File: config.mk
export PLATFORM = sky130hd
export DESIGN_NAME = tinydec
export DESIGN_NICKNAME = d
export VERILOG_FILES = /design/src/rtl/tea_pkg.sv /design/src/rtl/tea_round_dec.sv /design/src/rtl/tinydec.sv
export SDC_FILE = /design/constraint.sdc
export NUM_CORES = 1
export LEC_CHECK = 0
export BUFFER_PORTS_ARGS = -buffer_cell sky130_fd_sc_hd__buf_2
export CORE_MARGIN = 3
export CORE_UTILIZATION = 26
export CTS_CLUSTER_SIZE = 10
export DETAILED_ROUTE_END_ITERATION = 8
export PLACE_DENSITY = 0.53
export RECOVER_POWER = 50
export SYNTH_ARGS = -nofsm -noshare
export SYNTH_HDL_FRONTEND = slang
export SYNTH_HIERARCHICAL = 1
export SYNTH_SLANG_ARGS = --single-unit
File: constraint.sdc
create_clock -name clk -period 6.6 [get_ports clk]
set_input_delay 1.32 -clock clk [delete_from_list [all_inputs] [get_ports clk]]
set_output_delay 1.32 -clock clk [all_outputs]
set_load 0.01 [all_outputs]
File: src/rtl/tea_pkg.sv
// tea_pkg: shared definitions for the 16-bit-half TEA-style cipher blocks.
//   TEA_ROUNDS      number of rounds per 32-bit word
//   HW              half-word width
//   OFF_*           APB-lite register byte offsets
//   reg_sel_e       decoded register select
//   reg_decode()    byte address -> register select
//   tea_f()         round mixing function F(v,sum,ka,kb)
package tea_pkg;

   localparam int unsigned TEA_ROUNDS = 16;
   localparam int unsigned HW         = 16;

   localparam logic [31:0] OFF_KEY10  = 32'h0000_0000;
   localparam logic [31:0] OFF_KEY32  = 32'h0000_0004;
   localparam logic [31:0] OFF_DELTA  = 32'h0000_0008;
   localparam logic [31:0] OFF_IV     = 32'h0000_000C;
   localparam logic [31:0] OFF_STATUS = 32'h0000_0010;

   typedef enum logic [2:0] {
      REG_KEY10,
      REG_KEY32,
      REG_DELTA,
      REG_IV,
      REG_STATUS,
      REG_NONE
   } reg_sel_e;

   function automatic reg_sel_e reg_decode(input logic [31:0] addr);
      reg_sel_e sel;
      case (addr)
         OFF_KEY10:  sel = REG_KEY10;
         OFF_KEY32:  sel = REG_KEY32;
         OFF_DELTA:  sel = REG_DELTA;
         OFF_IV:     sel = REG_IV;
         OFF_STATUS: sel = REG_STATUS;
         default:    sel = REG_NONE;
      endcase
      return sel;
   endfunction

   // Shifts are logical and truncated to HW bits; all adds wrap mod 2^HW.
   function automatic logic [HW-1:0] tea_f(input logic [HW-1:0] v,
                                           input logic [HW-1:0] sum,
                                           input logic [HW-1:0] ka,
                                           input logic [HW-1:0] kb);
      logic [HW-1:0] vs;
      vs = v << 4;
      return (vs + ka) ^ (v + sum) ^ ((v >> 5) + kb);
   endfunction

endpackage

File: src/rtl/tea_round_dec.sv
// tea_round_dec: one combinational inverse round of the TEA-style cipher.
//   x_i, y_i      current halves
//   sum_i         current round sum
//   k0_i..k3_i    key words
//   x_o, y_o      halves after the inverse round (y is undone first, x uses new y)
module tea_round_dec
   import tea_pkg::*;
(
   input  logic [HW-1:0] x_i,
   input  logic [HW-1:0] y_i,
   input  logic [HW-1:0] sum_i,
   input  logic [HW-1:0] k0_i,
   input  logic [HW-1:0] k1_i,
   input  logic [HW-1:0] k2_i,
   input  logic [HW-1:0] k3_i,
   output logic [HW-1:0] x_o,
   output logic [HW-1:0] y_o
);

   assign y_o = y_i - tea_f(x_i, sum_i, k2_i, k3_i);
   assign x_o = x_i - tea_f(y_o, sum_i, k0_i, k1_i);

endmodule

File: src/rtl/tinydec.sv
// tinydec: TEA-style block decryptor, 32-bit word {y,x}, 16 rounds, one round per clk.
//   clk, prstb            clock, async active-low reset (released synchronously)
//   req, wdata, ack       start handshake / ciphertext in / idle-result-valid
//   rdata                 plaintext {y,x}, held until the next completion
//   psel, penable, pwrite, paddr, pwdata, prdata, pready   APB-lite key/delta/iv/status
// Optional macro TINYDEC_CBC_EN adds a 32-bit iv register for CBC chaining;
// without it the block is ECB only and the iv offset reads 0.
module tinydec
   import tea_pkg::*;
#(
   parameter logic [63:0] KEY   = 64'h816fc52b09e74da3,
   parameter logic [15:0] DELTA = 16'h9E37
) (
   input  logic        clk,
   input  logic        prstb,
   output logic        ack,
   output logic [31:0] rdata,
   input  logic [31:0] wdata,
   input  logic        req,
   output logic        pready,
   output logic [31:0] prdata,
   input  logic [31:0] pwdata,
   input  logic        pwrite,
   input  logic [31:0] paddr,
   input  logic        psel,
   input  logic        penable
);

   logic            rst_sync_q;
   logic            rst_n;

   logic [4:0]      i_q, i_d;
   logic [HW-1:0]   x_q, x_d, y_q, y_d, sum_q, sum_d;
   logic [31:0]     rdata_q, rdata_d;
   logic [31:0]     prdata_q, prdata_d;
   logic [63:0]     k_q, k_d;
   logic [HW-1:0]   delta_q, delta_d;
   logic [1:0]      psel_d_q, psel_d_d;
   logic [31:0]     iv_val;
`ifdef TINYDEC_CBC_EN
   logic [31:0]     iv_q, iv_d, c_q, c_d;
`endif

   logic [HW-1:0]   x_rnd, y_rnd;
   logic            ack_w, frozen, wr_en;
   reg_sel_e        sel;
   logic [31:0]     rd_val;

   // Reset asserts immediately and is released on the next clk edge.
   always_ff @(posedge clk or negedge prstb) begin
      if (!prstb) rst_sync_q <= 1'b0;
      else        rst_sync_q <= 1'b1;
   end
   assign rst_n = rst_sync_q;

   tea_round_dec u_round (
      .x_i   (x_q),
      .y_i   (y_q),
      .sum_i (sum_q),
      .k0_i  (k_q[15:0]),
      .k1_i  (k_q[31:16]),
      .k2_i  (k_q[47:32]),
      .k3_i  (k_q[63:48]),
      .x_o   (x_rnd),
      .y_o   (y_rnd)
   );

   assign ack_w  = (i_q == '0);
   assign frozen = psel_d_q[1];
   assign wr_en  = psel & penable & pwrite;
   assign sel    = reg_decode(paddr);

`ifdef TINYDEC_CBC_EN
   assign iv_val = iv_q;
`else
   assign iv_val = '0;
`endif

   always_comb begin
      rd_val = '0;
      case (sel)
         REG_KEY10:  rd_val = k_q[31:0];
         REG_KEY32:  rd_val = k_q[63:32];
         REG_DELTA:  rd_val = {16'h0, delta_q};
         REG_IV:     rd_val = iv_val;
         REG_STATUS: rd_val = {31'h0, ~ack_w};
         default:    rd_val = '0;
      endcase
   end

   always_comb begin
      i_d      = i_q;
      x_d      = x_q;
      y_d      = y_q;
      sum_d    = sum_q;
      rdata_d  = rdata_q;
      prdata_d = prdata_q;
      k_d      = k_q;
      delta_d  = delta_q;
      psel_d_d = {psel_d_q[0], psel};
`ifdef TINYDEC_CBC_EN
      iv_d     = iv_q;
      c_d      = c_q;
`endif

      if (!frozen) begin
         if (ack_w) begin
            if (req) begin
               i_d   = 5'(TEA_ROUNDS);
               x_d   = wdata[15:0];
               y_d   = wdata[31:16];
               sum_d = {delta_q[11:0], 4'h0};
`ifdef TINYDEC_CBC_EN
               c_d   = wdata;
`endif
            end
         end else begin
            x_d   = x_rnd;
            y_d   = y_rnd;
            sum_d = sum_q - delta_q;
            i_d   = i_q - 5'd1;
            if (i_q == 5'd1) begin
`ifdef TINYDEC_CBC_EN
               rdata_d = {y_rnd, x_rnd} ^ iv_q;
               iv_d    = c_q;
`else
               rdata_d = {y_rnd, x_rnd};
`endif
            end
         end
      end

      if (psel) prdata_d = rd_val;

      // A software iv write in the same cycle as a completion takes priority.
      if (wr_en) begin
         case (sel)
            REG_KEY10: k_d[31:0]  = pwdata;
            REG_KEY32: k_d[63:32] = pwdata;
            REG_DELTA: delta_d    = pwdata[15:0];
`ifdef TINYDEC_CBC_EN
            REG_IV:    iv_d       = pwdata;
`endif
            default:   ;
         endcase
      end
   end

   always_ff @(posedge clk or negedge rst_n) begin
      if (!rst_n) begin
         i_q      <= '0;
         x_q      <= '0;
         y_q      <= '0;
         sum_q    <= '0;
         rdata_q  <= '0;
         prdata_q <= '0;
         k_q      <= KEY;
         delta_q  <= DELTA;
         psel_d_q <= '0;
`ifdef TINYDEC_CBC_EN
         iv_q     <= '0;
         c_q      <= '0;
`endif
      end else begin
         i_q      <= i_d;
         x_q      <= x_d;
         y_q      <= y_d;
         sum_q    <= sum_d;
         rdata_q  <= rdata_d;
         prdata_q <= prdata_d;
         k_q      <= k_d;
         delta_q  <= delta_d;
         psel_d_q <= psel_d_d;
`ifdef TINYDEC_CBC_EN
         iv_q     <= iv_d;
         c_q      <= c_d;
`endif
      end
   end

   assign ack    = ack_w;
   assign rdata  = rdata_q;
   assign prdata = prdata_q;
   assign pready = 1'b1;

endmodule

==> run summary <==
status - complete, but fails checks
failing checks - capacitance limit, slew limit, setup timing
GPL Wtd Cong - 0.908
number of remaining DRC errors - 0
Initial Utilization - 0.265
Synth cell types - 77
Avg WL per Cell - 20.1 µm
largest net degree at the start of global routing - 71
multi-input combinational cell area - 0.00914 mm²
async set-or-reset flop fraction in the synthesized netlist - 1.00
synthesized area per cell - 9.78 µm²
Worst-Margin Slew - 2.79 ns
H-tree levels - 4
final setup vio count - 6
RSZ-0062 raised after global routing - yes
I/O pin cnt - 168
Fill cells - 5402
Rel. slew slack - -0.862
vias in the first global route - 12.3k
worst path required time - 7.00 ns
Setup CP Type - reg -> reg
cells after synthesis - 1440
Tmin final - 6.84 ns
proportion of layout cells with a drive suffix above 1 - 0.341
global-route wire length before repair - 75.0 mm
slowest library cell on the worst path - dfstp_2
gr usage total - 0.176
Worst-path clk slew - 0.09 ns
Crit path top cell by count - xnor2_1
Clock Sink Count - 200
Max clock buf depth - 2
final max-slew violation count - 288
min-delay src - psel_d_q[0]
final worst slack - -0.244 ns
met2 Track Usage GR - 0.327
max-cap violations - 5
synth top area cells - dfrtp_1, ha_1, xnor2_1, dfstp_2, mux2_2
Placement Rows - 84
IO Port Bufs - 166
gr busiest metal - met2
hpwl dp - 40.2 mm
worst-path maximum fanout - 3
Fin. Hold Viols - 0
ys flop type - dfrtp_1
top cell type's share of synthesized area - 0.281
most common cell after layout, fill and taps aside - buf_4
Root Buffer - clkbuf_16
cell taking the most area after synthesis - dfrtp_1
Cell Area, Synth - 0.0141 mm²
synth-to-layout area growth - 30.3%
met1 usage - 0.206
register area share after synthesis - 0.359
Die ar. - 0.0570 mm²
Via density - 4.80
FF/Latch Area - 0.00506 mm²
CTS tree - yes
most frequent cells in the layout - buf_4, dfrtp_1, buf_2
Worst Setup End Kind - flop
vias - 11.9k
total congestion overflow - 0
DRT Pass-1 Iters - 9
Fmax - 146 MHz
HP Class - reg -> reg
initial antenna violation count - 2
R2R cell count - 35
GR Util met3 - 0.0332
WL final - 50.0 mm
Clk Latency, worst-skew pair - 0.51 ns
core area - 0.0531 mm²
Warnings, synthesis - 6
Final ANT Viol Nets - 0
CP startpoint - k_q[49]
antenna diode count - 0
worst r2r src - k_q[49]
Arr. time, crit path - 7.24 ns
DP Worst Slack - -0.651 ns
Die Height - 239 µm
period utilisation layout - 1.04
TritonCTS buffer count - 17
DR iter-0 viols - 542
Die Wd - 239 µm
Max Clock Skew - 0.0233 ns
Hold Path Depth - 0
critical path startpoint category - flop
Final nets - 2019
Seq cells post-synth - 200
EDFF count, synth - 0
Worst path max stage delay - 0.58 ns
-- repair_timing --
item	4_1_cts	5_1_grt
setup endpoints to repair	12	12
buffers inserted	14	15
cloned	0	0
gates resized for setup	69	68
pin swaps	49	49
hold buffers	0	0
-- Yosys cell counts, types with 5 or more instances --
cell and number:
a211oi_1 9, a21boi_0 5, a21o_1 43, a21oi_1 82, a22oi_1 17, a31oi_1 37, and2_1 5, and3_1 11
buf_1 5, buf_2 7, buf_4 7, clkbuf_1 21, dfrtp_1 158, dfstp_2 42, fa_1 9, ha_1 125
inv_1 87, mux2_1 33, mux2_2 80, mux2i_1 14, nand2_1 120, nand2b_1 11, nand3_1 11, nand4_1 5
nor2_1 94, nor2b_1 15, nor3_1 19, nor4_1 9, o211ai_1 6, o21a_1 8, o21ai_0 58, o21bai_1 9
o22ai_1 43, xnor2_1 141, xor2_1 29
-- layout make-up --
| type | instances | share of cell area |
|---|---|---|
| inverters | 88 | 0.0180 |
| clock buffers | 18 | 0.0234 |
| flip-flops and latches | 200 | 0.276 |
| clock inverters | 14 | 0.00969 |
| well taps | 688 | 0.0469 |
| repair buffers | 368 | 0.128 |
| multi-input cells | 1108 | 0.498 |
-- metrics by stage --
| stage | cells | setup TNS [ns] | instance area, µm² | util | hold slack (ns) |
|---|---|---|---|---|---|
| final | 2484 | -0.897 | 18300 | 0.346 | 0.353 |
| after global routing | 2484 | -3.95 | 18300 | 0.346 | 0.364 |
| after CTS | 2469 | -0.348 | 17900 | 0.337 | 0.355 |
| after detailed placement | 2423 | -3.90 | 16900 | 0.318 | 0.336 |
| after global placement | 2423 | -3.72 | 16900 | 0.318 | 0.332 |
| after floorplan | 1441 | 0 | 14100 | - | 0.331 |
-- worst max-delay path, delay by kind of cell (launching register included) --
family / cells / cell delay (ns)
compound gates: 13 / 2.03
xor+xnor: 9 / 1.68
fa+ha+maj: 4 / 1.06
buf+inv: 5 / 0.68
flops: 1 / 0.58
simple gates: 3 / 0.44
mux: 1 / 0.26
-- routing by layer --
metal	vias up	part of all wire
met5	-	0.00014
met4	2	0.018
met3	44	0.028
met2	165	0.54
met1	5899	0.42
li1	5810	-
-- sequential cells by signal (all words and copies together) (netlist names) --
name and count:
rdata 32, rst_n 1, psel_d_q 2, y_q 16, k_q 64, prdata 32, i_q 5, sum_q 16
x_q 16, delta_q 16
-- cell families after synthesis --
group                      after synthesis  synth area share
other                                    1          0.000266
DFF                                    200             0.359
AOI/OAI and AO/OA                      348             0.157
buffers and inverters                  133            0.0414
adders and majority gates              134             0.124
xor gates and xnor gates               174             0.112
muxes                                  127             0.100
and+or+nand+nor                        323             0.106
-- worst paths after layout --
check                              end  slack (ns)
hold / removal             psel_d_q[1]        0.35
min in group asynchronous        rst_n        0.57
setup / recovery             rdata[15]       -0.24
max in group asynchronous       x_q[1]        2.24
hold reg to reg            psel_d_q[1]        0.35
setup reg to reg             rdata[15]       -0.24
Power is left out: the tool's default activity adds up to more than one toggle a clock period on the data nets, which glitch-free logic cannot reach.
